File: config.mk
export PLATFORM = sky130hd
export DESIGN_NAME = tc_boot_copier
export DESIGN_NICKNAME = d
export VERILOG_FILES = /design/src/rtl/tc_boot_copier.sv
export SDC_FILE = /design/constraint.sdc
export NUM_CORES = 1
export LEC_CHECK = 0
export CORE_MARGIN = 2
export CORE_UTILIZATION = 55
export DETAILED_ROUTE_END_ITERATION = 10
export PLACE_DENSITY_LB_ADDON = 0.25
export SETUP_SLACK_MARGIN = 0.02
export SYNTH_ARGS = -nofsm -noshare
export SYNTH_HDL_FRONTEND = slang
export SYNTH_SLANG_ARGS = --single-unit
File: constraint.sdc
create_clock -name clk -period 8.64 [get_ports clk]
set_input_delay 1.728 -clock clk [delete_from_list [all_inputs] [get_ports clk]]
set_output_delay 1.728 -clock clk [all_outputs]
set_load 0.005 [all_outputs]
File: src/rtl/tc_boot_copier.sv
// ============================================================================
// Module   : tc_boot_copier
// Brief    : Boot sequencer. Reads the image length from the file loader,
//            copies the image 64 bits at a time into destination memory and
//            releases the CPU reset once the copy is complete.
//            Optional macro TC_BOOT_COPIER_CHECKSUM_EN adds a 32-bit byte-sum
//            output over every committed byte.
// Revision : 1.0 - initial release
// ============================================================================
`default_nettype none

module tc_boot_copier #(
    parameter logic [63:0] MAX_BYTES = 64'd1048576,
    parameter logic [63:0] DEST_BASE = 64'd0
) (
    input  logic        clk,
    input  logic        rst,
    input  logic        start,
    output logic        src_en,
    output logic [63:0] src_addr,
    input  logic [63:0] src_data,
    output logic        mem_wr_valid,
    input  logic        mem_wr_ready,
    output logic [63:0] mem_wr_addr,
    output logic [63:0] mem_wr_data,
    output logic        busy,
    output logic        done,
    output logic        cpu_rst,
`ifdef TC_BOOT_COPIER_CHECKSUM_EN
    output logic [31:0] checksum,
`endif
    output logic [63:0] bytes_copied
);

    typedef enum logic [2:0] {
        S_IDLE  = 3'd0,
        S_SIZE  = 3'd1,
        S_READ  = 3'd2,
        S_WRITE = 3'd3,
        S_DONE  = 3'd4
    } state_t;

    localparam logic [63:0] c_size_addr = '1;

    state_t      r_state;
    logic [63:0] r_offset;
    logic [63:0] r_len;

    logic [63:0] w_remain;
    logic        w_last;
    logic [63:0] w_step;
    logic [63:0] w_clamped_len;
    logic [63:0] w_masked_data;
    logic [31:0] w_word_sum;

    // Bytes still owed; offset never exceeds len while READ/WRITE are active.
    assign w_remain      = r_len - r_offset;
    assign w_last        = (w_remain <= 64'd8);
    assign w_step        = w_last ? w_remain : 64'd8;
    assign w_clamped_len = (src_data > MAX_BYTES) ? MAX_BYTES : src_data;

    // Lanes past the end of the image are zeroed so trailing garbage never lands.
    always_comb begin
        w_masked_data = '0;
        for (int k = 0; k < 8; k++) begin
            if (w_remain > 64'(k)) begin
                w_masked_data[k*8 +: 8] = src_data[k*8 +: 8];
            end
        end
    end

    always_comb begin
        w_word_sum = '0;
        for (int k = 0; k < 8; k++) begin
            w_word_sum = w_word_sum + {24'd0, mem_wr_data[k*8 +: 8]};
        end
    end

    // Source port decodes straight from state so the read data is usable this cycle.
    always_comb begin
        src_en   = 1'b0;
        src_addr = '0;
        case (r_state)
            S_SIZE: begin
                src_en   = 1'b1;
                src_addr = c_size_addr;
            end
            S_READ: begin
                src_en   = 1'b1;
                src_addr = r_offset;
            end
            default: begin
                src_en   = 1'b0;
                src_addr = '0;
            end
        endcase
    end

    always_ff @(posedge clk) begin
        if (rst) begin
            r_state      <= S_IDLE;
            r_offset     <= '0;
            r_len        <= '0;
            mem_wr_valid <= 1'b0;
            mem_wr_addr  <= '0;
            mem_wr_data  <= '0;
            busy         <= 1'b0;
            done         <= 1'b0;
            cpu_rst      <= 1'b1;
            bytes_copied <= '0;
`ifdef TC_BOOT_COPIER_CHECKSUM_EN
            checksum     <= '0;
`endif
        end else begin
            case (r_state)
                S_IDLE: begin
                    if (start) begin
                        r_state <= S_SIZE;
                        busy    <= 1'b1;
                    end
                end
                S_SIZE: begin
                    r_len    <= w_clamped_len;
                    r_offset <= '0;
                    if (w_clamped_len == 64'd0) begin
                        r_state <= S_DONE;
                        busy    <= 1'b0;
                        done    <= 1'b1;
                        cpu_rst <= 1'b0;
                    end else begin
                        r_state <= S_READ;
                    end
                end
                S_READ: begin
                    mem_wr_data  <= w_masked_data;
                    mem_wr_addr  <= DEST_BASE + r_offset;
                    mem_wr_valid <= 1'b1;
                    r_state      <= S_WRITE;
                end
                S_WRITE: begin
                    if (mem_wr_ready) begin
                        mem_wr_valid <= 1'b0;
                        bytes_copied <= bytes_copied + w_step;
                        r_offset     <= r_offset + 64'd8;
`ifdef TC_BOOT_COPIER_CHECKSUM_EN
                        checksum     <= checksum + w_word_sum;
`endif
                        if (w_last) begin
                            r_state <= S_DONE;
                            busy    <= 1'b0;
                            done    <= 1'b1;
                            cpu_rst <= 1'b0;
                        end else begin
                            r_state <= S_READ;
                        end
                    end
                end
                S_DONE: begin
                    r_state <= S_DONE;
                end
                default: begin
                    r_state <= S_IDLE;
                end
            endcase
        end
    end

`ifndef TC_BOOT_COPIER_CHECKSUM_EN
    logic w_unused_sum;
    assign w_unused_sum = ^w_word_sum;
`endif

endmodule

`default_nettype wire

After elaboration in Yosys (flattened, before gate mapping)
Index checks and enable logic that the tools add are counted.
{"block": "totals", "register_bits": 327, "in_bits": 68, "out_inout_bits": 261, "wordCells": 74}
{"block": "op_classes", "n_addsub": 3, "order_cmp": 10, "n_eq_ne": 8, "muxes": 31, "reduce_logical": 12}
{"operator": "> comparator 64 x 3 -> 1 bit, second input constant", "n": 4}
{"operator": "case mux 64 bit (2 select lines)", "n": 2}
{"operator": "two-way mux 64 bit", "n": 3}
{"operator": "> comparator 64 x 1 -> 1 bit, second input constant", "n": 2}
{"operator": "> comparator 64 x 2 -> 1 bit, second input constant", "n": 2}
{"operator": "adder 64 x 4 -> 64 bit, second input constant", "n": 1}
{"operator": "adder 64 bit", "n": 1}
{"operator": "> comparator 64 x 21 -> 1 bit, second input constant", "n": 1}
{"operator": "less-or-equal comparator 64 x 4 -> 1 bit, second input constant", "n": 1}
{"operator": "logical NOT 64 bit", "n": 1}
{"operator": "two-way mux 8 bit", "n": 8}
{"operator": "subtractor 64 bit", "n": 1}
{"operator": "case mux 3 bit (5 select lines)", "n": 1}
{"operator": "two-way mux 3 bit", "n": 4}
{"operator": "two-way mux 1 bit", "n": 9}
{"operator": "inequality test 2 bit, second input constant", "n": 4}
{"operator": "AND reduction 2 bit", "n": 4}
{"operator": "== test 3 x 2 -> 1 bit, second input constant", "n": 2}
{"operator": "case mux 1 bit (2 select lines)", "n": 3}
{"operator": "AND reduction 5 bit", "n": 1}
{"operator": "AND reduction 4 bit", "n": 1}
{"operator": "nonzero test 2 bit", "n": 2}
{"operator": "== test 3 x 1 -> 1 bit, second input constant", "n": 1}
{"operator": "== test 3 bit, second input constant", "n": 1}
{"operator": "other kinds (4)", "n": 4}

Longest topological paths before layout
Gate-level depths: netlist of run 1.
{"block": "logic_depth", "word_depth": 5, "ltp_mapped": 32, "depth_no_buf": 29}

Worst setup path after synthesis of run 1
Ideal clock, no wire load.
{"block": "synth_path", "path_kind": "reg-to-reg", "from": "register r_offset[9]", "to": "register bytes_copied[63]", "arrival_ns": 6.975, "path_slack_ns": 1.544, "path_stages_with_launch": 31, "period_less_slack_ns": 7.096, "cell_sequence": "dfxtp_1 inv_1 ha_1 nand4_1 or4_1 o22ai_2 o2111ai_1 o211a_1 buf_6 nor4_4 o211ai_1 a211oi_2 nand4_1 or4_1 or3_1 buf_2 nor2_1 ha_1 a211oi_1 o31a_1 a2111oi_0 or3_1 a31oi_1 o21a_1 o311ai_0 a31oi_1 o21bai_1 a221oi_1 nor3_1 nor2_1 mux2_2"}
{"block": "synth_between", "elab_chain_cells": 4}
{"element": "start: declaration", "line_no": "46", "text": "logic [63:0] r_offset;"}
{"element": "start signal: assignment", "line_no": "144", "text": "r_offset <= r_offset + 64'd8;"}
{"element": "subtractor 64 bit *", "line_no": "57", "text": "assign w_remain = r_len - r_offset;"}
{"element": "less-or-equal comparator 64 x 4 -> 1 bit", "line_no": "58", "text": "assign w_last = (w_remain <= 64'd8);"}
{"element": "two-way mux 64 bit *", "line_no": "59", "text": "assign w_step = w_last ? w_remain : 64'd8;"}
{"element": "adder 64 bit *", "line_no": "143", "text": "bytes_copied <= bytes_copied + w_step;"}
{"element": "end signal: assignment", "line_no": "143"}
{"element": "end: declaration", "line_no": "32", "text": "output logic [63:0] bytes_copied"}
Every way passes the cells marked *; elsewhere a longest branch is shown, timed or not.
A chain may end at the register's enable or synchronous reset.

Final worst setup path of run 1
{"block": "layout_path", "from": "register r_offset[20]", "to": "register bytes_copied[63]"}
The elaborated chain is that of the path after synthesis.

==> results of run 1 <==
## cells by family after synthesis
group,synth area share [%]
AO/OA/AOI/OAI,24.2
adder cells (fa/ha/maj),8.07
buffers and inverters,5.43
AND/OR/NAND/NOR,24.0
multiplexers,0.411
other,0.0380
XOR/XNOR,5.44
flip-flops,32.5
## flip-flops by register name (all words and copies together) (netlist names)
name          cells
bytes_copied     64
mem_wr_data      64
r_len            64
mem_wr_addr      61
r_offset         61
r_state           3
busy              1
cpu_rst           1
done              1
mem_wr_valid      1
## power breakdown
part	switching, mW	internal [mW]
combinational	0.291	0.236
clock	0.656	0.892
sequential	0.0210	1.51
total	0.968	2.64
## cells in the mapped netlist, drive strengths merged, types with 7 or more instances
library cell	instances	share of area (%)
nand2	449	8.5
dfxtp	321	32
a21oi	311	7.9
nor2	185	3.5
o21ai	143	3.6
ha	126	8.0
inv	121	2.3
clkbuf	119	2.3
xnor2	80	3.5
nand4	66	2.1
a21o	63	2.4
nand3	62	1.6
nor3	59	1.5
and2	57	1.8
a22o	50	2.2
xor2	43	1.9
nor4	39	1.3
buf	33	0.85
o21a	25	0.95
nor2b	22	0.70
a211oi	19	0.75
a31oi	18	0.57
o211ai	18	0.68
or3	18	0.57
and3	16	0.51
nand2b	15	0.47
o21bai	14	0.53
or2	13	0.41
a221oi	11	0.52
a32o	8	0.40
a2111oi	7	0.31
and4	7	0.31
mux2i	7	0.35
o22ai	7	0.25
o31a	7	0.31
o31ai	7	0.27
## layout make-up
| cell class | instances | area, µm² |
|---|---|---|
| clock inverters | 14 | 138 |
| multi-input cells | 2109 | 12600 |
| fillers | 2900 | 10900 |
| clock buffers | 53 | 1060 |
| inverters | 122 | 458 |
| repair buffers | 342 | 3380 |
| flip-flops and latches | 321 | 6430 |
| well taps | 461 | 577 |
## worst reg2reg max path, delay by kind of cell, from the launching register on
family / cells / cell delay (ps)
multiplexers: 1 / 340
adder cells (fa/ha/maj): 2 / 670
flip-flops: 1 / 450
AND/OR/NAND/NOR: 7 / 2190
buffers and inverters: 2 / 280
AO/OA/AOI/OAI: 17 / 4240
## path summary, 6_finish.rpt
path	end	slack (ps)
worst min register to register	mem_wr_addr[54]	450
worst min-delay path	mem_wr_addr[54]	450
worst max-delay path	bytes_copied[63]	400
worst max register to register	bytes_copied[63]	400
## metal layers
metal / up-vias / routed length, µm / track usage, %
met4: 0 / 2100 / 11.9
met1: 9810 / 29200 / 47.2
met5: - / 0 / 0
met2: 838 / 30200 / 54.1
met3: 129 / 5670 / 6.24
li1: 9854 / - / -
## metrics by stage
| stage | cell area, µm² | setup WS (ps) |
|---|---|---|
| 5_1_grt | 24600 | 23.0 |
| 6_report | 24600 | 398 |
| 2_1_floorplan | 20000 | 1540 |
| 3_3_place_gp | 23400 | 628 |
| 4_1_cts | 24600 | 445 |
| 3_5_place_dp | 23400 | 469 |
## what timing repair did
action | in CTS | in global routing
setup endpoints to repair | 0 | 3
gates resized for setup | 0 | 5
buffers inserted | 0 | 0
==> summary.md, run 1 <==
### Drt
• DRC marker count from the first detailed-route iteration: 1886
• Pre-antenna DRT Iters: 6
• mean routed wirelength per cell: 19.6 µm
• number of antenna-violating nets in the routed design: 0
• DRC violations left: 0
• final wirelength: 67200 µm
• number of vias per cell: 6.03
• vias after detailed routing: 20600

### Logic synthesis
• Cells after Synth: 2642
• EDFF count, synth: 0
• cell area after technology mapping: 19800 µm²
• Seq cells post-synth: 321
• Synth Warn #: 0
• synthesized area per cell: 7.49 µm²
• ys flop type: sky130_fd_sc_hd__dfxtp_1
• ys async rst share: 0%
• post-synthesis sequential area ratio: 32.5%
• number of distinct standard cells referenced by the synthesized netlist: 79

### GRT
• antenna violations before repair: 0
• number of global-route vias before repair: 19500
• maximum number of pins on one net before global-route repair: 93
• global route overflow: 0
• GRT Resource Usage Total: 34.3%
• global-route wire length before repair: 105000 µm

### Setup path
• path type of the worst setup path: register to register
• critical path startpoint: r_offset[20]
• top cell family by delay on the critical path: compound AO/OA/AOI/OAI gates
• Levels on crit path: 29
• cells on worst reg2reg path: 29
• Slowest-stage cell, CP: sky130_fd_sc_hd__or4_1
• crit end category: register
• arrival time at the worst endpoint: 8700 ps
• startpoint of the worst-slack reg-to-reg timing path: r_offset[20]
• Worst Setup Start Kind: register
• top fanout value on the critical path: 9
• CP Buf/Inv Count: 2
• required time reported for the critical path endpoint: 9090 ps
• critical path's largest stage delay: 620 ps

### Floorplanning
• die outline area: 37500 µm²
• Die Span Y: 194 µm
• number of core rows: 69
• starting utilization of the core area: 55.8%
• core box area: 35500 µm²
• Die Wd: 194 µm
• io pins: 329

### Cells and area
• number of standard cells in the final layout excluding fillers: 3422
• final net count: 3128
• utilization after layout: 69.3%
• area growth from synthesis to layout: 24.3%
• most frequent standard cell in the layout excluding fill and tap cells: sky130_fd_sc_hd__nand2_1
• Antenna diodes: 0
• highest-count cells in the layout ignoring fill and taps: 447 x sky130_fd_sc_hd__nand2_1, 324 x sky130_fd_sc_hd__clkdlybuf4s50_1, 321 x sky130_fd_sc_hd__dfxtp_1
• layout cell share with drive strength beyond 1: 3.85%

### Power and ir drop
• IR drop worst, VDD: 0.209 mV
• power density of the placed cells: 147 nW/µm²
• Static Leak: 10.4 nW
• Final Total Pwr: 3.61 mW

### Timing
• Slew Limit Fails: 0
• Period Utilization, post-route: 95.4%
• Tightest Pin Transition: 1220 ps
• upper clock frequency limit: 121 MHz
• headroom to the max-slew limit: 18.3%
• Worst Clk Skew: 21.0 ps
• final number of hold-violating endpoints: 0
• setup total negative slack: 0 ps
• minimum period implied by the final worst setup slack: 8240 ps
• final-report setup violation count: 0
• worst hold slack across all endpoints: 454 ps
• unrepaired setup endpoints after global routing: no

### Clock network
• Clk pin slew, worst setup/hold paths: 60 ps
• number of H-tree levels: 2
• clock latency at the later pin of the worst-skew pair: 560 ps
• clock tree from TritonCTS: done
• Hold Buf Count CTS: 0
• clock sink total: 321
• Clock Tree Root: sky130_fd_sc_hd__clkbuf_16
• Num CTS Buffers: 37
• Bufs on Longest Clock Path: 3

### Placement
• number of buffers inserted by port buffering: 325
• HPWL reported at the end of detailed placement: 50800 µm
• gp weighted congestion: 1.01
• post-placement cell count: 3355

### Hold path
• Min-Delay Path Depth: 2
• hold path start: mem_wr_addr[54]
• path category of the worst min-delay check: register to register

### Flow run
• Max Cap Viol: 0

### Status
• status: completed

Power figures use the tool's default switching activity.
==> inputs of run 2 (changes only) <==
CAP_MARGIN = 20   (was unset)
==> summary.md, run 2 (same netlist as run 1, synthesis figures left out) <==
### Cells and area
• area taken by multi-input logic gates: 12600 µm², unchanged
• register area: 6430 µm², unchanged
• utilization after layout: 69.4%, was 69.3%
• final-layout fill cell count: 2894, was 2900
• final net count: 3130, was 3128
• highest-count cells in the layout ignoring fill and taps: 447 x sky130_fd_sc_hd__nand2_1, 324 x sky130_fd_sc_hd__clkdlybuf4s50_1, 321 x sky130_fd_sc_hd__dfxtp_1, unchanged
• Antenna diodes: 0, unchanged
• most frequent standard cell in the layout excluding fill and tap cells: sky130_fd_sc_hd__nand2_1, unchanged
• number of standard cells in the final layout excluding fillers: 3424, was 3422
• area growth from synthesis to layout: 24.5%, was 24.3%
• registers with the most flip-flops: bytes_copied: 64 flops, mem_wr_data: 64 flops, r_len: 64 flops, unchanged
• layout cell share with drive strength beyond 1: 3.91%, was 3.85%
• final cell area excluding filler cells: 24600 µm², about the same

### Setup path
• crit end category: register, unchanged
• critical path's largest stage delay: 620 ps, about the same
• startpoint of the worst-slack reg-to-reg timing path: r_offset[20], unchanged
• FF-to-FF setup slack: 400 ps, about the same
• worst reg2reg endpoint: bytes_copied[63], unchanged
• Worst Setup Start Kind: register, unchanged
• required time reported for the critical path endpoint: 9090 ps, about the same
• top cell family by delay on the critical path: compound AO/OA/AOI/OAI gates, unchanged
• cells on worst reg2reg path: 29, unchanged
• Slowest-stage cell, CP: sky130_fd_sc_hd__or4_1, unchanged
• top fanout value on the critical path: 9, unchanged
• path type of the worst setup path: register to register, unchanged
• arrival time at the worst endpoint: 8690 ps, was 8700 ps
• CP Buf/Inv Count: 2, unchanged

### Timing
• final-report setup violation count: 0, unchanged
• Worst Clk Skew: 21.9 ps, was 21.0 ps
• final number of hold-violating endpoints: 0, unchanged
• headroom to the max-slew limit: 31.6%, was 18.3%
• Slew Limit Fails: 0, unchanged
• worst hold slack across all endpoints: 453 ps, was 454 ps
• Final Worst Setup Slack: 404 ps, was 398 ps
• Tightest Pin Transition: 1020 ps, was 1220 ps
• setup total negative slack: 0 ps, unchanged
• Period Utilization, post-route: 95.3%, was 95.4%
• upper clock frequency limit: 121 MHz, about the same
• minimum period implied by the final worst setup slack: 8240 ps, about the same
• unrepaired setup endpoints after global routing: no, unchanged

### Power and ir drop
• Final Total Pwr: 3.61 mW, about the same
• power density of the placed cells: 146 nW/µm², was 147 nW/µm²
• Static Leak: 10.5 nW, was 10.4 nW
• IR drop worst, VDD: 0.209 mV, about the same

### Floorplanning
• die outline area: 37500 µm², unchanged
• starting utilization of the core area: 55.8%, unchanged
• number of core rows: 69, unchanged
• Die Span Y: 194 µm, unchanged
• core box area: 35500 µm², unchanged
• Die Wd: 194 µm, unchanged
• io pins: 329, unchanged

### Hold path
• WHS Endpoint: mem_wr_data[3], was mem_wr_addr[54]
• path category of the worst min-delay check: register to register, unchanged
• hold path start: mem_wr_data[3], was mem_wr_addr[54]
• Min-Delay Path Depth: 2, unchanged

### Placement
• HPWL reported at the end of detailed placement: 50800 µm, unchanged
• gp weighted congestion: 1.01, unchanged
• post-placement cell count: 3355, unchanged
• area of placed instances: 23400 µm², unchanged
• pre-CTS setup slack: 469 ps, unchanged
• number of buffers inserted by port buffering: 325, unchanged

### Drt
• DRC marker count from the first detailed-route iteration: 1786, was 1886
• number of antenna-violating nets in the routed design: 0, unchanged
• mean routed wirelength per cell: 19.6 µm, about the same
• final wirelength: 67100 µm, was 67200 µm
• DRC violations left: 0, unchanged
• Pre-antenna DRT Iters: 5, was 6
• vias after detailed routing: 20700, was 20600
• number of vias per cell: 6.03, about the same

### GRT
• number of global-route vias before repair: 19500, unchanged
• global route overflow: 0, unchanged
• antenna violations before repair: 0, unchanged
• global-route wire length before repair: 105000 µm, unchanged
• GRT Resource Usage Total: 34.3%, unchanged
• maximum number of pins on one net before global-route repair: 93, unchanged

### Clock network
• clock latency at the later pin of the worst-skew pair: 560 ps, about the same
• Clock Tree Root: sky130_fd_sc_hd__clkbuf_16, unchanged
• clock sink total: 321, unchanged
• Post-CTS Setup Bufs: 0, unchanged
• Clk pin slew, worst setup/hold paths: 60 ps, about the same
• clock tree from TritonCTS: done, unchanged
• Num CTS Buffers: 37, unchanged
• number of H-tree levels: 2, unchanged
• Bufs on Longest Clock Path: 3, unchanged

### Flow run
• Max Cap Viol: 0, unchanged

### Status
• status: completed, unchanged

==> run 2: area by class of cell <==
| cell class | instances | share of cell area (%) |
|---|---|---|
| repair buffers | 344 | 13.8 |
| multi-input cells | 2109 | 51.0 |
| clock buffers | 53 | 4.29 |
| well taps | 461 | 2.34 |
| inverters | 122 | 1.86 |
| flip-flops and latches | 321 | 26.1 |
| clock inverters | 14 | 0.559 |
==> run 2: how the worst max path moves through the flow <==
stage	startpoint	to	cells past startpoint
2_1_floorplan	r_offset[9]	bytes_copied[63]	30
3_3_place_gp	r_offset[3]	bytes_copied[63]	29
3_5_place_dp	r_offset[5]	bytes_copied[63]	30
4_1_cts	r_offset[5]	bytes_copied[63]	30
5_1_grt	r_offset[16]	bytes_copied[60]	31
6_report	r_offset[20]	bytes_copied[63]	29
==> run 2: repair_timing <==
action | in CTS | in global routing
endpoints found under the setup margin | 0 | 3
hold buffers | 0 | 0
resized for setup | 0 | 5
==> run 2: layer usage <==
layer  GRT usage (%)  share of wire, %  wire length, µm
met4            11.9               3.0             2030
met2            54.1                45            30300
met5               0                 0                0
met3            6.24               8.1             5450
met1            47.2                44            29400
==> run 2: worst register-to-register path, delay by kind of cell, from the launching register on <==
kind            cells  cell delay [ps]
fa+ha+maj           2              670
compound gates     17             4220
flops               1              450
buf+inv             2              290
mux                 1              330
simple gates        7             2190
==> run 2: power breakdown <==
part           switching, mW  leakage (nW)  internal, mW  total [mW]
clock                  0.654         0.571         0.892        1.55
combinational          0.292          7.29         0.237       0.529
sequential            0.0211          2.59          1.51        1.53
total                  0.967          10.5          2.64        3.61
